===== src/rtl/midi_pkg.sv =====
// Shared constants and types for the MIDI command encoder.
// The encoder's OMNI_EN build option does not affect this package.
package midi_pkg;

  localparam logic [3:0] MIDI_NOTE_OFF = 4'h8;
  localparam logic [3:0] MIDI_NOTE_ON  = 4'h9;
  localparam logic [3:0] MIDI_POLY_AT  = 4'hA;
  localparam logic [3:0] MIDI_CC       = 4'hB;
  localparam logic [3:0] MIDI_PROG     = 4'hC;
  localparam logic [3:0] MIDI_CH_AT    = 4'hD;
  localparam logic [3:0] MIDI_PITCH    = 4'hE;

  localparam logic [6:0] CC_ALL_SOUND_OFF = 7'd120;
  localparam logic [6:0] CC_ALL_NOTES_OFF = 7'd123;

  localparam logic [15:0] CMD_IDLE        = 16'h0000;
  localparam logic [15:0] CMD_STOP_ALL    = 16'h7F00;
  localparam logic [15:0] CMD_CHANGE_WAVE = 16'h8000;

  typedef enum logic [2:0] {
    ST_IDLE,
    ST_WAIT_D1,
    ST_WAIT_D2,
    ST_SYSEX,
    ST_SKIP
  } midi_state_e;

  typedef enum logic [2:0] {
    BC_DATA,
    BC_CHANNEL,
    BC_SYSEX,
    BC_COMMON,
    BC_REALTIME
  } byte_class_e;

endpackage


===== src/rtl/midi_status_classify.sv =====
// Combinational byte classifier: class of a MIDI byte and, for channel
// status bytes, how many data bytes complete the message.
module midi_status_classify
  import midi_pkg::*;
(
  input  logic [7:0]  byte_i,
  output byte_class_e class_o,
  output logic [1:0]  data_cnt_o
);

  always_comb begin
    class_o    = BC_DATA;
    data_cnt_o = 2'd0;
    if (!byte_i[7]) begin
      class_o = BC_DATA;
    end else if (byte_i < 8'hF0) begin
      class_o    = BC_CHANNEL;
      data_cnt_o = (byte_i[7:4] == MIDI_PROG || byte_i[7:4] == MIDI_CH_AT) ? 2'd1 : 2'd2;
    end else if (byte_i == 8'hF0) begin
      class_o = BC_SYSEX;
    end else if (byte_i < 8'hF8) begin
      class_o = BC_COMMON;
    end else begin
      class_o = BC_REALTIME;
    end
  end

endmodule


===== src/rtl/midi_cmd_encoder.sv =====
// MIDI byte stream to one-cycle 16-bit bank-manager command words.
// Build option: define OMNI_EN to encode all 16 channels (CHANNEL then unused).
//
// state      | meaning
// IDLE       | no running status, data ignored
// WAIT_D1    | running status valid, awaiting first data byte
// WAIT_D2    | first data byte held, awaiting second
// SYSEX      | inside SysEx, data ignored until a status byte
// SKIP       | after system common, data ignored until a status byte
module midi_cmd_encoder
  import midi_pkg::*;
#(
  parameter logic [3:0] CHANNEL = 4'd0
) (
  input  logic        clk,
  input  logic        reset,
  input  logic [7:0]  i_byte,
  input  logic        i_byte_valid,
  output logic [15:0] o_data,
  output logic        o_valid,
  output logic        o_drop
);

  midi_state_e state_q;
  logic [7:0]  status_q;
  logic        two_q;
  logic [6:0]  d1_q;
  logic [15:0] data_q;
  logic        valid_q;
  logic        drop_q;

  byte_class_e cls;
  logic [1:0]  cnt;
  logic        done;
  logic [6:0]  key;
  logic [6:0]  vel;
  logic        ch_match;
  logic [15:0] cmd_d;
  logic        valid_d;
  logic        drop_d;

  midi_status_classify u_classify (
    .byte_i     (i_byte),
    .class_o    (cls),
    .data_cnt_o (cnt)
  );

`ifdef OMNI_EN
  assign ch_match = 1'b1;
`else
  assign ch_match = (status_q[3:0] == CHANNEL);
`endif

  // Message completion and its encoding, evaluated on the accepting cycle.
  always_comb begin
    done = 1'b0;
    key  = '0;
    vel  = '0;
    if (i_byte_valid && cls == BC_DATA) begin
      if (state_q == ST_WAIT_D1 && !two_q) begin
        done = 1'b1;
        key  = i_byte[6:0];
      end else if (state_q == ST_WAIT_D2) begin
        done = 1'b1;
        key  = d1_q;
        vel  = i_byte[6:0];
      end
    end

    cmd_d   = CMD_IDLE;
    valid_d = 1'b0;
    drop_d  = 1'b0;
    if (done && ch_match) begin
      case (status_q[7:4])
        MIDI_NOTE_ON, MIDI_NOTE_OFF: begin
          // Note 0 marks a free bank slot; note 127 off would alias STOP_ALL.
          if (key == 7'd0 || key == 7'd127) begin
            drop_d = 1'b1;
          end else begin
            valid_d = 1'b1;
            cmd_d   = (status_q[7:4] == MIDI_NOTE_ON && vel != 7'd0) ?
                      {1'b1, key, 1'b0, vel} : {1'b0, key, 8'h00};
          end
        end
        MIDI_CC: begin
          if (key == CC_ALL_SOUND_OFF || key == CC_ALL_NOTES_OFF) begin
            valid_d = 1'b1;
            cmd_d   = CMD_STOP_ALL;
          end
        end
        MIDI_PROG: begin
          valid_d = 1'b1;
          cmd_d   = CMD_CHANGE_WAVE;
        end
        default: ;
      endcase
    end
  end

  always_ff @(posedge clk or posedge reset) begin
    if (reset) begin
      state_q  <= ST_IDLE;
      status_q <= 8'h00;
      two_q    <= 1'b0;
      d1_q     <= '0;
      data_q   <= CMD_IDLE;
      valid_q  <= 1'b0;
      drop_q   <= 1'b0;
    end else begin
      data_q  <= cmd_d;
      valid_q <= valid_d;
      drop_q  <= drop_d;
      if (i_byte_valid) begin
        case (cls)
          BC_REALTIME: ;
          BC_CHANNEL: begin
            status_q <= i_byte;
            two_q    <= (cnt == 2'd2);
            state_q  <= ST_WAIT_D1;
          end
          BC_SYSEX: begin
            status_q <= 8'h00;
            state_q  <= ST_SYSEX;
          end
          BC_COMMON: begin
            status_q <= 8'h00;
            state_q  <= (state_q == ST_SYSEX && i_byte == 8'hF7) ? ST_IDLE : ST_SKIP;
          end
          default: begin
            case (state_q)
              ST_WAIT_D1: begin
                if (two_q) begin
                  d1_q    <= i_byte[6:0];
                  state_q <= ST_WAIT_D2;
                end
              end
              ST_WAIT_D2: state_q <= ST_WAIT_D1;
              default: ;
            endcase
          end
        endcase
      end
    end
  end

  assign o_data  = data_q;
  assign o_valid = valid_q;
  assign o_drop  = drop_q;

endmodule


===== config.mk =====
export PLATFORM = sky130hd
export DESIGN_NAME = midi_cmd_encoder
export DESIGN_NICKNAME = d
export VERILOG_FILES = /design/src/rtl/midi_pkg.sv /design/src/rtl/midi_status_classify.sv /design/src/rtl/midi_cmd_encoder.sv
export SDC_FILE = /design/constraint.sdc
export NUM_CORES = 1
export LEC_CHECK = 0
export BUFFER_PORTS_ARGS = -buffer_cell sky130_fd_sc_hd__buf_4
export CORE_UTILIZATION = 31
export CTS_CLUSTER_SIZE = 24
export DETAILED_ROUTE_END_ITERATION = 6
export HOLD_SLACK_MARGIN = 0.03
export MAX_ROUTING_LAYER = met4
export SLEW_MARGIN = 20
export SYNTH_ARGS = -nofsm -noshare
export SYNTH_HDL_FRONTEND = slang
export SYNTH_SLANG_ARGS = --single-unit

===== constraint.sdc =====
create_clock -name clk -period 4.9 [get_ports clk]
set_input_delay 0.245 -clock clk [delete_from_list [all_inputs] [get_ports clk]]
set_output_delay 0.245 -clock clk [all_outputs]
set_load 0.05 [all_outputs]

==> results_dict.tcl, run 1 <==
set metrics [dict create \
    area_growth_syn_to_layout_pct 17.3 \
    route.detailed.drc 0 \
    grt-ovfl-total 0 \
    final-max-slew-violation-count 0 \
    cts_root_buffer "sky130_fd_sc_hd__clkbuf_8" \
    io_buffer_count 27 \
    post_synth_instance_area_sq_um 1920 \
    max_stage_delay_ns 0.68 \
    hold_ws_ns 0.0578 \
    finClkSkew_ns 0.00984 \
    finalSetupTns_ns 0 \
    tritoncts_num_sinks 36 \
    postSynthRegisterBits 36 \
    chipHeight_um 80.7 \
    cts-buffers-inserted 5 \
    clock_tree.buffer_depth 2 \
    shortest_clock_period_the_worst_path_allows_after_layout_ns 2.42 \
    report.final.hold_viol_count 0 \
    met1_length_mm 1.88 \
    cts_hold_buf 0 \
    drv.max_cap_violation_count 0 \
    grt_setup_unrepaired "no" \
    met2_wire_length_mm 1.89 \
    final.fill_count 588 \
    grt_max_degree 37 \
    worstPathCellList "and2b_1 -> o2111ai_1 -> nor3b_2 -> nand4_1 -> or4_1 -> o31ai_1" \
    max_slew_margin_pct 57.7 \
    crit_path_launch_type "register" \
    worstMarginPinSlew_ns 0.632 \
    vias_per_cell 5.11 \
    detailedPlace.worstSlack_ns 2.49 \
    rows 28 \
    first_pass_iters 4 \
    synth.avg_cell_area_sq_um 10.7 \
    cts_repair_resize_count 0 \
    diodes 0 \
    hold_class "in2async" \
    wl_met3_um 185 \
    hpwlAfterDp_mm 2.94 \
    p_leak_nw 0.993 \
    synth_cell_type_count 50 \
    critPathRequiredTime_ns 5.09 \
    grt_first_pass_wirelength_mm 6.72 \
    synth_sequential_area_ratio_pct 47.0 \
    die_x_um 80.7 \
    design.core.area_sq_um 5960 \
    regToRegSetupSlack_ns 2.48 \
    ir_drop_v 0.0000973 \
    drt.antenna.violating_nets 0 \
    wl_per_cell_um 14.3 \
    timing.critical_path.to_type "register" \
    post_synth_inst_count 179 \
    critical_path_arrival_ns 2.61 \
    h-tree-depth 2 \
    final_critical_path_setup_slack_ns 2.48 \
    io_pins 29 \
    clk_pin_slew_ns 0.07 \
    critPathBufInv 0 \
    fin_crit_sh_pct 49.4 \
    critPathSlowestCell "sky130_fd_sc_hd__or4_1" \
    die-area_sq_um 6510 \
    path_max_fanout 19 \
    setup_viol 0 \
    place_congestion 0.800 \
    first_global_vias 1353 \
    synth_warnings 0 \
    run_status "completed" \
    finalNetCount 213 \
    initial_antenna_violation_count 0 \
    synthArstFlopShare_pct 100 \
    worstSetupPathType "reg2reg" \
    cts_setup_buffers 0 \
    cellPowerDensity_nw_per_um2 357 \
    tritoncts "done" \
    initialDrtViolationCount 109 \
    syn_nets 190 \
    cpLargestDelayFamily "simple AND/OR/NAND/NOR gates" \
    synthFlopType "sky130_fd_sc_hd__dfrtp_1" \
    routed-via-count 1421 \
    drive_above_1_share_pct 27.6 \
    synth_enable_flop_cells 0 \
    drt-total-wl_mm 3.99 \
    gr-usage-all-layers_pct 14.3 \
    worstSkewPairLatency_ns 0.29 \
    top_routing_layer_in_use "met4" \
    start_util_pct 32.2 \
    timing.fmax_ghz 0.414 \
]
[cells by family (layout without fill, tap and decap cells)]
logic type / after synthesis / in the layout / synth area share, %
other: 1 / 1 / 0.196
buffers and inverters: 19 / 43 / 4.63
muxes: 9 / 9 / 5.28
AOI/OAI and AO/OA: 40 / 40 / 16.7
and+or+nand+nor: 74 / 74 / 26.2
DFF: 36 / 36 / 47.0
[layer usage]
| layer | vias up | track usage [%] |
|---|---|---|
| li1 | 703 | - |
| met1 | 685 | 18.3 |
| met2 | 28 | 21.1 |
| met3 | 5 | 5.23 |
| met4 | 0 | 4.11 |
| met5 | - | - |
[per-stage QoR]
step | cells | power, mW | utilization, % | area [sq um]
after CTS | 278 | 0.812 | 37.8 | 2250
after floorplan | 179 | 0.555 | - | 1920
after global placement | 270 | 0.595 | 36.3 | 2160
final | 278 | 0.803 | 37.8 | 2250
after detailed placement | 270 | 0.597 | 36.3 | 2160
after global routing | 278 | 0.856 | 37.8 | 2250
[tightest hold or removal path, delay by kind of cell]
family / cells / cell delay (ns)
buffers and inverters: 3 / 0.53
[layout make-up]
type / instances / area (sq um) / area share [%]
Multi-Input combinational cell: 124 / 928 / 41.3
Sequential cell: 36 / 901 / 40.0
Timing Repair Buffer: 28 / 210 / 9.34
Tap cell: 75 / 93.8 / 4.17
Clock buffer: 8 / 90.1 / 4.00
Inverter: 7 / 26.3 / 1.17
[synth_stat cells, drive strengths merged (3+ instances only)]
cell type / number / area share [%]
dfrtp: 36 / 47
mux2: 9 / 5.3
a31oi: 3 / 0.98
nand3: 5 / 1.3
and3: 3 / 0.98
buf: 8 / 2.5
nand4bb: 4 / 2.3
nor3b: 4 / 2.7
a22o: 7 / 3.2
inv: 7 / 1.4
clkbuf: 4 / 0.78
a21oi: 3 / 0.78
nand2: 9 / 1.8
o21ai: 9 / 3.7
and2: 12 / 3.9
nor2: 7 / 1.4
nor4: 4 / 1.6
nand2b: 3 / 0.98
nor3: 3 / 0.78
nand3b: 7 / 2.7
[power breakdown]
part	internal (mW)	switching, mW	total (mW)
logic	0.0986	0.0907	0.189
clock network	0.115	0.0977	0.212
registers	0.342	0.0594	0.402
[worst paths after layout]
path,from,to,depth (start not counted)
hold reg to reg,d1_q[6],d1_q[6],1
setup / recovery,state_q[1],o_data[10],6
min in group clk,i_byte[6],two_q,2
hold / removal,reset,o_data[5],3
max in group asynchronous,reset,d1_q[4],3
setup reg to reg,state_q[1],o_data[10],6
[registers in the layout (all words and copies together), names as in the netlist]
name      cells
state_q       3
o_valid       1
d1_q          7
o_data       15
two_q         1
o_drop        1
status_q      8
[cells in the final DEF, fill, tap and decap left out, types with 2 or more instances in the layout]
cell type                   count
sky130_fd_sc_hd__clkbuf_1       2
sky130_fd_sc_hd__and3_1         3
sky130_fd_sc_hd__dfrtp_1       36
sky130_fd_sc_hd__nor3_1         3
sky130_fd_sc_hd__a21oi_1        3
sky130_fd_sc_hd__nand4_1        2
sky130_fd_sc_hd__nand3_1        5
sky130_fd_sc_hd__nand2b_1       3
sky130_fd_sc_hd__a22o_1         7
sky130_fd_sc_hd__nand4b_1       2
sky130_fd_sc_hd__or4bb_1        2
sky130_fd_sc_hd__nor2b_1        2
sky130_fd_sc_hd__a311oi_1       2
sky130_fd_sc_hd__nor3b_2        2
sky130_fd_sc_hd__inv_1          7
sky130_fd_sc_hd__nor2_1         7
sky130_fd_sc_hd__o31ai_1        2
sky130_fd_sc_hd__o21a_1         2
sky130_fd_sc_hd__o21ai_2        7
sky130_fd_sc_hd__nand3b_1       7
sky130_fd_sc_hd__a31oi_1        3
sky130_fd_sc_hd__nand2_1        9
sky130_fd_sc_hd__nand4bb_1      4
sky130_fd_sc_hd__buf_4         28
sky130_fd_sc_hd__clkbuf_8       6
sky130_fd_sc_hd__nor4_1         3
sky130_fd_sc_hd__and2_1        12
sky130_fd_sc_hd__a22oi_1        2
sky130_fd_sc_hd__mux2_2         9
Power figures use the tool's default switching activity.
==> run 2: changes to the inputs <==
==> constraint.sdc (replaced) <==
create_clock -name clk -period 2 [get_ports clk]
set_input_delay 0.1 -clock clk [delete_from_list [all_inputs] [get_ports clk]]
set_output_delay 0.1 -clock clk [all_outputs]
set_load 0.05 [all_outputs]
==> run 2 against run 1 <==
The run now ends with setup timing left. Fmax up 14%. Hold slack better by 0.017 ns. Global-route usage up 1.5 points. Power rose to 2.7 times the previous value. Clock power rose to 2.5 times the previous value. Count of clock-buffer cells in the layout down 2. Setup slack worse by 2.6 ns. Cell area up 13%. Critical path depth up 1. Combinational power rose to 3.8 times the previous value. Die area unchanged.
==> results_dict.tcl, run 2 (synthesis gave the netlist of run 1 again) <==
set metrics [dict create \
    tritoncts_num_sinks 36 \
    tritoncts "done" \
    drt-total-wl_mm 4.45 \
    finClkSkew_ns 0.00698 \
    setup_viol 11 \
    grt_setup_unrepaired "yes" \
    max_slew_margin_pct 60.2 \
    detailedPlace.worstSlack_ns -0.221 \
    failing_checks "setup timing" \
    ir_drop_v 0.000302 \
    grt-ovfl-total 0 \
    initialDrtViolationCount 73 \
    cts_root_buffer "sky130_fd_sc_hd__clkbuf_8" \
    cts-buffers-inserted 5 \
    report.final.hold_viol_count 0 \
    leading_cell_types_in_the_layout_fill_and_taps_excluded "sky130_fd_sc_hd__buf_4, sky130_fd_sc_hd__dfrtp_1, sky130_fd_sc_hd__and2_1" \
    run_status "finished, violations left" \
    drv.max_cap_violation_count 0 \
    finalNetCount 243 \
    largest_reg_flops 15 \
    path_max_fanout 7 \
    io_buffer_count 27 \
    dpl_cell_area_sq_um 2340 \
    area_growth_syn_to_layout_pct 32.7 \
    critical_path_arrival_ns 2.34 \
    h-tree-depth 2 \
    diodes 0 \
    initial_antenna_violation_count 0 \
    worstMarginPinSlew_ns 0.595 \
    worstPathCellList "nor4_4 -> o2111ai_2 -> nor3b_2 -> nand4_1 -> or4_4 -> buf_6 -> o21ai_2" \
    routed-via-count 1597 \
    timing.critical_path.to_type "register" \
    wl_per_cell_um 14.5 \
    rows 28 \
    crit_path_launch_type "register" \
    die_x_um 80.7 \
    fin_crit_sh_pct 106 \
    timing.fmax_ghz 0.472 \
    start_util_pct 32.2 \
    chipHeight_um 80.7 \
    critPathSlowestCell "sky130_fd_sc_hd__or4_4" \
    route.detailed.drc 0 \
    grt_first_pass_wirelength_mm 7.51 \
    finalSetupTns_ns -1.03 \
    worstSkewPairLatency_ns 0.29 \
    worstSetupPathType "reg2reg" \
    final-instance-count-excl-fill 308 \
    numPlacedInstances 294 \
    first_pass_iters 4 \
    hold_ws_ns 0.0745 \
    max_stage_delay_ns 0.53 \
    design.core.area_sq_um 5960 \
    io_pins 29 \
    clock_tree.buffer_depth 2 \
    shortest_clock_period_the_worst_path_allows_after_layout_ns 2.12 \
    place_congestion 0.821 \
    p_leak_nw 1.15 \
    final_critical_path_setup_slack_ns -0.119 \
    most_common_cell_after_layout_fill_and_taps_aside "sky130_fd_sc_hd__buf_4" \
    gr-usage-all-layers_pct 15.8 \
    hold_class "in2reg" \
    hpwlAfterDp_mm 3.22 \
    grt_max_degree 37 \
    drt.antenna.violating_nets 0 \
    vias_per_cell 5.19 \
    critPathRequiredTime_ns 2.22 \
    die-area_sq_um 6510 \
    first_global_vias 1558 \
    drive_above_1_share_pct 42.5 \
    clk_pin_slew_ns 0.07 \
    cellPowerDensity_nw_per_um2 867 \
    final-max-slew-violation-count 0 \
    final_cell_area_sq_um 2550 \
]
[run 2: cell count changes in the layout (fill, tap and decap cells not counted), moves of 2 or more]
cell                       delta
sky130_fd_sc_hd__and2_4       +2
sky130_fd_sc_hd__and2_1       -2
sky130_fd_sc_hd__clkbuf_1     -2
sky130_fd_sc_hd__dfrtp_1      -3
sky130_fd_sc_hd__nor4_1       -2
sky130_fd_sc_hd__clkinv_2     +2
sky130_fd_sc_hd__dfrtp_2      +3
sky130_fd_sc_hd__buf_4       +26
sky130_fd_sc_hd__buf_6        +2
[run 2: critical path, delay by kind of cell, from the launching register on]
kind	cells	cell delay [ns]
AOI/OAI and AO/OA	2	0.24
DFF	1	0.41
and+or+nand+nor	4	1.22
buffers and inverters	1	0.17
[run 2: power breakdown]
group | total, mW | switching [mW] | internal (mW) | leakage, nW
sequential | 0.955 | 0.113 | 0.843 | 0.465
clock | 0.538 | 0.263 | 0.275 | 0.0510
combinational | 0.714 | 0.317 | 0.397 | 0.635
total | 2.21 | 0.693 | 1.51 | 1.15
[run 2: final cells by class]
class                   count  area [sq um]
clock buffers               6          82.6
clock inverters             2          10.0
fillers                   588          3410
inverters                   7          26.3
multi-input cells         124           986
flip-flops and latches     36           905
well taps                  75          93.8
repair buffers             58           443
[run 2: worst paths after layout]
kind	from	to	slack, ns	depth (start not counted)
hold reg to reg	d1_q[2]	d1_q[2]	0.51	1
setup reg to reg	status_q[1]	o_data[14]	-0.12	7
min in group asynchronous	reset	o_data[5]	0.46	4
setup / recovery	status_q[1]	o_data[14]	-0.12	7
hold / removal	i_byte[6]	two_q	0.07	2
max in group asynchronous	reset	state_q[0]	1.21	4
[run 2: timing repair]
item	4_1_cts	5_1_grt
setup buffers	5	0
resized for setup	13	4
hold buffers	1	0
setup endpoints to repair	15	17
pin swaps	6	1
hold endpoints to repair	36	0
[run 2: layer usage]
metal	vias to the layer above	share of wire, %	track usage, %	routed length, um
li1	763	-	-	-
met1	790	47	20.1	2090
met2	35	47	23.6	2090
met3	9	4.1	3.86	184
met4	0	1.8	6.96	82
met5	-	0	-	0
[run 2: through the flow]
stage	power, mW	utilization (%)
5_1_grt	2.35	42.8
4_1_cts	2.21	42.4
6_report	2.21	42.8
2_1_floorplan	1.36	-
3_5_place_dp	1.61	39.3
3_3_place_gp	1.59	39.3
